File: src/rtl/mem_port_arbiter.sv
`default_nettype none
// ============================================================================
// Module   : mem_port_arbiter
// Brief    : Arbitrates one data-memory port between LSQ loads and retired-
//            store drains. Two-state FSM (IDLE/WAIT) with a wait counter that
//            times out unanswered requests and raises a sticky error flag.
//            Optional macro MEM_ARB_RR_EN: alternate grants under contention
//            (first contention after reset goes to the load); when undefined,
//            loads have fixed priority.
// Revision : 1.0 - initial release
// ============================================================================
module mem_port_arbiter #(
    parameter int ADDR_W   = 32,
    parameter int DATA_W   = 32,
    parameter int MAX_WAIT = 15
) (
    input  logic              clk,
    input  logic              rstn,
    input  logic              ld_req,
    input  logic [31:0]       ld_pc,
    input  logic [ADDR_W-1:0] ld_addr,
    output logic              ld_gnt,
    output logic              ld_done,
    output logic [31:0]       ld_done_pc,
    output logic [DATA_W-1:0] ld_data,
    input  logic              st_req,
    input  logic [ADDR_W-1:0] st_addr,
    input  logic [DATA_W-1:0] st_data,
    output logic              st_gnt,
    output logic              st_done,
    output logic              mem_req,
    output logic              mem_we,
    output logic [ADDR_W-1:0] mem_addr,
    output logic [DATA_W-1:0] mem_wdata,
    input  logic              mem_ack,
    input  logic [DATA_W-1:0] mem_rdata,
    output logic              busy,
    output logic              timeout_err
);

    typedef enum logic [0:0] {
        ST_IDLE = 1'b0,
        ST_WAIT = 1'b1
    } state_t;

    localparam logic [7:0] C_MAX_WAIT = 8'(MAX_WAIT);

    state_t              state_q,       state_d;
    logic [7:0]          wait_cnt_q,    wait_cnt_d;
    logic [31:0]         pc_lat_q,      pc_lat_d;
    logic                mem_req_q,     mem_req_d;
    logic                mem_we_q,      mem_we_d;
    logic [ADDR_W-1:0]   mem_addr_q,    mem_addr_d;
    logic [DATA_W-1:0]   mem_wdata_q,   mem_wdata_d;
    logic                ld_gnt_q,      ld_gnt_d;
    logic                st_gnt_q,      st_gnt_d;
    logic                ld_done_q,     ld_done_d;
    logic                st_done_q,     st_done_d;
    logic [DATA_W-1:0]   ld_data_q,     ld_data_d;
    logic [31:0]         ld_done_pc_q,  ld_done_pc_d;
    logic                timeout_err_q, timeout_err_d;
    logic                w_grant_ld;

`ifdef MEM_ARB_RR_EN
    // Set when the most recent contended grant went to the load.
    logic                last_ld_q,     last_ld_d;

    // Alternate under contention; a lone request always wins.
    always_comb begin
        w_grant_ld = ld_req && (!st_req || !last_ld_q);
        last_ld_d  = last_ld_q;
        if (state_q == ST_IDLE && ld_req && st_req) begin
            last_ld_d = w_grant_ld;
        end
    end

    // Last-grant history register.
    always_ff @(posedge clk or negedge rstn) begin
        if (!rstn) last_ld_q <= 1'b0;
        else       last_ld_q <= last_ld_d;
    end
`else
    // Fixed priority: a pending load always beats a store.
    always_comb begin
        w_grant_ld = ld_req;
    end
`endif

    // Next-state and output logic; mem_we_q doubles as the owner flag (1 = store).
    always_comb begin
        state_d       = state_q;
        wait_cnt_d    = wait_cnt_q;
        pc_lat_d      = pc_lat_q;
        mem_req_d     = mem_req_q;
        mem_we_d      = mem_we_q;
        mem_addr_d    = mem_addr_q;
        mem_wdata_d   = mem_wdata_q;
        ld_gnt_d      = 1'b0;
        st_gnt_d      = 1'b0;
        ld_done_d     = 1'b0;
        st_done_d     = 1'b0;
        ld_data_d     = ld_data_q;
        ld_done_pc_d  = ld_done_pc_q;
        timeout_err_d = timeout_err_q;
        case (state_q)
            ST_IDLE: begin
                if (ld_req || st_req) begin
                    state_d    = ST_WAIT;
                    wait_cnt_d = 8'd0;
                    mem_req_d  = 1'b1;
                    if (w_grant_ld) begin
                        ld_gnt_d   = 1'b1;
                        mem_we_d   = 1'b0;
                        mem_addr_d = ld_addr;
                        pc_lat_d   = ld_pc;
                    end else begin
                        st_gnt_d    = 1'b1;
                        mem_we_d    = 1'b1;
                        mem_addr_d  = st_addr;
                        mem_wdata_d = st_data;
                    end
                end
            end
            ST_WAIT: begin
                if (mem_ack || wait_cnt_q == C_MAX_WAIT) begin
                    // An ack on the limit cycle still counts as a normal completion.
                    state_d   = ST_IDLE;
                    mem_req_d = 1'b0;
                    if (!mem_ack) begin
                        timeout_err_d = 1'b1;
                    end
                    if (!mem_we_q) begin
                        ld_done_d    = 1'b1;
                        ld_data_d    = mem_ack ? mem_rdata : '0;
                        ld_done_pc_d = pc_lat_q;
                    end else begin
                        st_done_d = 1'b1;
                    end
                end else begin
                    wait_cnt_d = wait_cnt_q + 8'd1;
                end
            end
            default: begin
                state_d = ST_IDLE;
            end
        endcase
    end

    // State and output registers with asynchronous clear.
    always_ff @(posedge clk or negedge rstn) begin
        if (!rstn) begin
            state_q       <= ST_IDLE;
            wait_cnt_q    <= 8'd0;
            pc_lat_q      <= 32'd0;
            mem_req_q     <= 1'b0;
            mem_we_q      <= 1'b0;
            mem_addr_q    <= '0;
            mem_wdata_q   <= '0;
            ld_gnt_q      <= 1'b0;
            st_gnt_q      <= 1'b0;
            ld_done_q     <= 1'b0;
            st_done_q     <= 1'b0;
            ld_data_q     <= '0;
            ld_done_pc_q  <= 32'd0;
            timeout_err_q <= 1'b0;
        end else begin
            state_q       <= state_d;
            wait_cnt_q    <= wait_cnt_d;
            pc_lat_q      <= pc_lat_d;
            mem_req_q     <= mem_req_d;
            mem_we_q      <= mem_we_d;
            mem_addr_q    <= mem_addr_d;
            mem_wdata_q   <= mem_wdata_d;
            ld_gnt_q      <= ld_gnt_d;
            st_gnt_q      <= st_gnt_d;
            ld_done_q     <= ld_done_d;
            st_done_q     <= st_done_d;
            ld_data_q     <= ld_data_d;
            ld_done_pc_q  <= ld_done_pc_d;
            timeout_err_q <= timeout_err_d;
        end
    end

    assign ld_gnt      = ld_gnt_q;
    assign st_gnt      = st_gnt_q;
    assign ld_done     = ld_done_q;
    assign st_done     = st_done_q;
    assign ld_data     = ld_data_q;
    assign ld_done_pc  = ld_done_pc_q;
    assign mem_req     = mem_req_q;
    assign mem_we      = mem_we_q;
    assign mem_addr    = mem_addr_q;
    assign mem_wdata   = mem_wdata_q;
    assign busy        = (state_q != ST_IDLE);
    assign timeout_err = timeout_err_q;

endmodule
`default_nettype wire

File: config.mk
export PLATFORM = sky130hd
export DESIGN_NAME = mem_port_arbiter
export DESIGN_NICKNAME = d
export VERILOG_FILES = /design/src/rtl/mem_port_arbiter.sv
export SDC_FILE = /design/constraint.sdc
export NUM_CORES = 1
export LEC_CHECK = 0
export CORE_MARGIN = 5
export CORE_UTILIZATION = 43
export DETAILED_ROUTE_END_ITERATION = 6
export PLACE_DENSITY = 0.81
export SYNTH_ARGS = -nofsm -noshare
export SYNTH_HDL_FRONTEND = slang
export SYNTH_SLANG_ARGS = --single-unit
File: constraint.sdc
create_clock -name clk -period 2.5 [get_ports clk]
set_input_delay 0.375 -clock clk [delete_from_list [all_inputs] [get_ports clk]]
set_output_delay 0.375 -clock clk [all_outputs]
set_load 0.01 [all_outputs]
After elaboration in Yosys (flattened, before gate mapping) --
Cells that the tools add are included.
Word-level totals: output and inout bits 136, bits in registers 176
Operators by class: equal/unequal tests 4, reduce and logical (&&, ||, !) cells 9, bitwise operators 4, add/sub/neg operators 1, mux-type cells 23
Operators by type and width (number):
- 2-to-1 mux 32 bit | 2
- 2-to-1 mux 1 bit | 16
- 2-to-1 mux 8 bit | 2
- one-hot mux 8 bit (2 select lines) | 1
- AND reduction 3 bit | 4
- adder 8 x 1 -> 8 bit (second input constant) | 1
- equality test 8 x 4 -> 1 bit (second input constant) | 1
- AND reduction 2 bit | 3
- inequality test 2 bit (second input constant) | 2
- NOT 1 bit | 4
- one-hot mux 1 bit (2 select lines) | 2
- logical OR 1 bit | 2
- inequality test 2 x 1 -> 1 bit (second input constant) | 1

Logic depth before layout (Yosys ltp) --
word-level depth 4, depth in mapped cells 7, gate-level depth less buffers 6

Worst setup path before layout --
No wires, ideal clock.
kind reg-to-reg, start point register wait_cnt_q[0], end point register ld_done_pc_q[10] (netlist: ld_done_pc[10]), stages on the path, launching flop included 8, arrival time 1641 ps, buffers on the path 1, setup slack 734 ps, library setup time 125 ps, cell sequence dfrtp_1 -> ha_1 -> and3_1 -> a21o_4 -> nand2_4 -> inv_6 -> buf_12 -> mux2_4
On the way: word-level cells in the longest chain between the ends 3
Ends and longest elaborated chain:
- start: declaration | line 49 | logic [7:0] wait_cnt_q, wait_cnt_d;
- start signal: assignment | line 168 | wait_cnt_q <= wait_cnt_d;
- equality test 8 x 4 -> 1 bit | line 125 | if (mem_ack || wait_cnt_q == C_MAX_WAIT) begin
- logical OR 1 bit | line 125
- AND reduction 3 bit (no source line)
- end signal: assignment | line 179 | ld_done_pc_q <= ld_done_pc_d;
- end: declaration | line 60 | logic [31:0] ld_done_pc_q, ld_done_pc_d;
No other way between the ends. A chain may end at the register's enable or synchronous reset.

Final worst setup path --
start point register wait_cnt_q[1], end point register ld_done_pc_q[1] (netlist: ld_done_pc[1])
The elaborated chain is that of the path after synthesis.

==> reports/qor.yml <==
run_status:
  status: "finished, final reports clean"
timing:
  fin_crit_sh_pct: 81.4
  worst_slack_ns: 0.465
  fin_setup_tns_ns: 0
  finalSetupViolations: 0
  max_freq_mhz: 491
  drv_slew: 0
  fin_crit_ns: 2.03
  final.setup_skew_ns: 0.00792
  finalHoldViolCount: 0
  worst_pin_slew_ns: 0.529
  rsz0062_at_grt: "false"
  maxSlewHeadroom_pct: 64.7
finish:
  nets: 955
  fill_cells: 1152
  area_delta_synth_final_pct: 54.2
  insertedDiodeCount: 0
  drive_above_1_share_pct: 18.1
critical_path:
  crit_fanout: 33
  crit_arrival_ns: 2.33
  worstPathRequired_ns: 2.79
  critical_path.top_delay_family: "flip-flops"
  rr_endpoint: "ld_done_pc[1]"
  cp_num_buf_inv: 1
  slowest_delay_ns: 0.42
  rrSetupSlack_ns: 0.47
  cp_slowest_cell: "dfrtp_1"
  r2r-start: "wait_cnt_q[1]"
  start_kind: "flop"
  crit_type: "reg2reg"
  cp-startpoint: "wait_cnt_q[1]"
  cp_num_cells: 6
  path_cells: "ha_1 > and3_1 > a21o_4 > nand2_4 > inv_6 > mux2_2"
  endpoint_kind: "flop"
  endpoint: "ld_done_pc[1]"
  r2r_cells: 6
placed_design:
  place_ws_ns: 0.463
  gp_congestion: 0.848
  dp_hpwl_mm: 13.4
  portBuffers: 300
route:
  drtIter0Drc: 247
  via_per_inst: 4.97
  dr.pass1.iters: 5
  vias: 5055
  antenna_left: 0
  routedWlPerCell_um: 17.7
  drt-total-wl_mm: 18.0
  drc: 0
die:
  die_w_um: 138
  boundaryPins: 301
  die-area_mm2: 0.0190
  die_h_um: 138
  row_count: 46
  core_mm2: 0.0160
  start_util_pct: 44.0
clocking:
  clock_latency_ns: 0.42
  cts.sinks: 176
  htree_levels: 4
  cts_root_buffer: "clkbuf_16"
  cts_buffer_depth: 2
  numCtsBuffers: 17
  cts_tree: "built"
  clkSlewWorstSetupHoldPaths_ns: 0.06
logic_synthesis:
  syn-instance-count: 488
  ys_top_cells_by_area: "dfrtp_1, mux2_2, mux2_4"
  ys_async_sr_fraction_pct: 100
  synth_warnings: 0
  ys_seq_elements: 176
  synth_edf_count: 0
  syn-num-nets: 654
  synth.most_common_cell: "dfrtp_1"
  ys_types: 39
  syn_avg_cell_area_um2: 14.4
  ys.flop_type: "dfrtp_1"
  seq_area_frac_synth_pct: 62.5
  synth_top_area_share_pct: 62.5
  yosys.area.top_type: "dfrtp_1"
  synth_commonest_cells: "dfrtp_1, mux2_2, nand2_1"
  synth_area_mm2: 0.00705
global_routing:
  grt_pass1_wl_mm: 29.3
  grt_max_degree: 67
  track_usage_pct: 18.9
  globalRouteOverflowTotal: 0
  grt_pass1_vias: 5579
  antenna_found_initial: 0
hold_path:
  hp-class: "reg2reg"
power:
  irDropWorstVdd_v: 0.000605
  power_density_mw_per_mm2: 1080
  p_leak_nw: 4.67
run:
  maxCapViolCount: 0
## placed cells by master (no fill, tap or decap), types with 2 or more instances in the layout
cell / instances
dfrtp_1: 176
buf_4: 6
clkinv_2: 2
mux2i_1: 32
clkdlybuf4s50_1: 298
clkinvlp_4: 4
and3_1: 2
xnor2_1: 2
o21ai_0: 37
inv_1: 3
clkbuf_16: 17
nor3_1: 3
nand2_1: 40
bufinv_16: 2
o41ai_1: 2
inv_6: 4
mux2_4: 29
buf_12: 4
nand2b_1: 2
nand3_1: 3
mux2_2: 67
a21oi_1: 5
nor2_1: 3
a22o_1: 32
## timing repair
item | in CTS | in global routing
hold endpoints to repair | 54 | 0
hold buffers | 1 | 0
buffers inserted | 0 | 0
gates resized for setup | 0 | 0
## worst min-delay path: stages (launching register included)
cell and delay [ns]:
dfrtp_1 0.34, nand2_1 0.05, o21ai_0 0.06
## flip-flops by register name, indices dropped and copies added (netlist names)
register,count
ld_done_pc,32
ld_gnt,1
pc_lat_q,32
busy,1
st_gnt,1
mem_addr,32
mem_wdata,32
ld_done,1
st_done,1
mem_we,1
wait_cnt_q,8
mem_req,1
timeout_err,1
ld_data,32
## stage by stage
| stage | total power, mW | hold slack [ns] | cell area, um^2 | cells | utilization (%) |
|---|---|---|---|---|---|
| finish | 11.7 | 0.479 | 10900 | 1017 | 67.9 |
| global route | 12.4 | 0.509 | 10900 | 1017 | 67.9 |
| CTS | 11.9 | 0.479 | 10900 | 1017 | 67.9 |
| detailed placement | 9.21 | 0.362 | 10300 | 985 | 64.2 |
| global placement | 9.03 | 0.343 | 10300 | 985 | 64.2 |
| floorplan | 6.54 | 0.0794 | 7050 | 488 | - |
## how the worst min path moves through the flow
stage	from	to	slack (ns)	cells after the start
finish	mem_addr[27]	mem_addr[27]	0.48	2
global placement	rstn	ld_done_pc[17]	0.34	1
CTS	ld_req	mem_addr[8]	0.48	3
detailed placement	rstn	pc_lat_q[20]	0.36	1
floorplan	rstn	busy	0.08	0
global route	mem_addr[6]	mem_addr[6]	0.51	2
## layer usage
metal	wire (um)	GRT usage (%)	vias to the layer above
li1	-	-	2346
met1	7290	23.1	2465
met2	8890	31.5	216
met3	1350	6.24	28
met4	452	6.92	0
met5	0	0	-
## cells by family (layout without fill, tap and decap cells)
family,Yosys count,after routing,synth area share (%)
buffers and inverters,33,346,2.95
adder cells (fa/ha/maj),1,1,0.178
flip-flops,176,176,62.5
AO/OA/AOI/OAI,85,85,8.28
multiplexers,128,128,21.4
AND/OR/NAND/NOR,63,63,4.40
XOR/XNOR,2,2,0.249
## where the power goes
part           switching, mW  total, mW  internal [mW]
Combinational           1.64       4.46           2.82
Clock                   1.09       2.59           1.50
Sequential             0.688       4.67           3.98
## final cells by class
class                           count  area, um^2  area share [%]
Sequential cell                   176        4400            40.5
Multi-Input combinational cell    279        2460            22.6
Clock buffer                       19         443            4.08
Tap cell                          216         270            2.49
Inverter                            4        20.0           0.184
Clock inverter                     12         135            1.24
Timing Repair Buffer              311        3130            28.8
No activity file was read; power rests on OpenSTA's default activity.
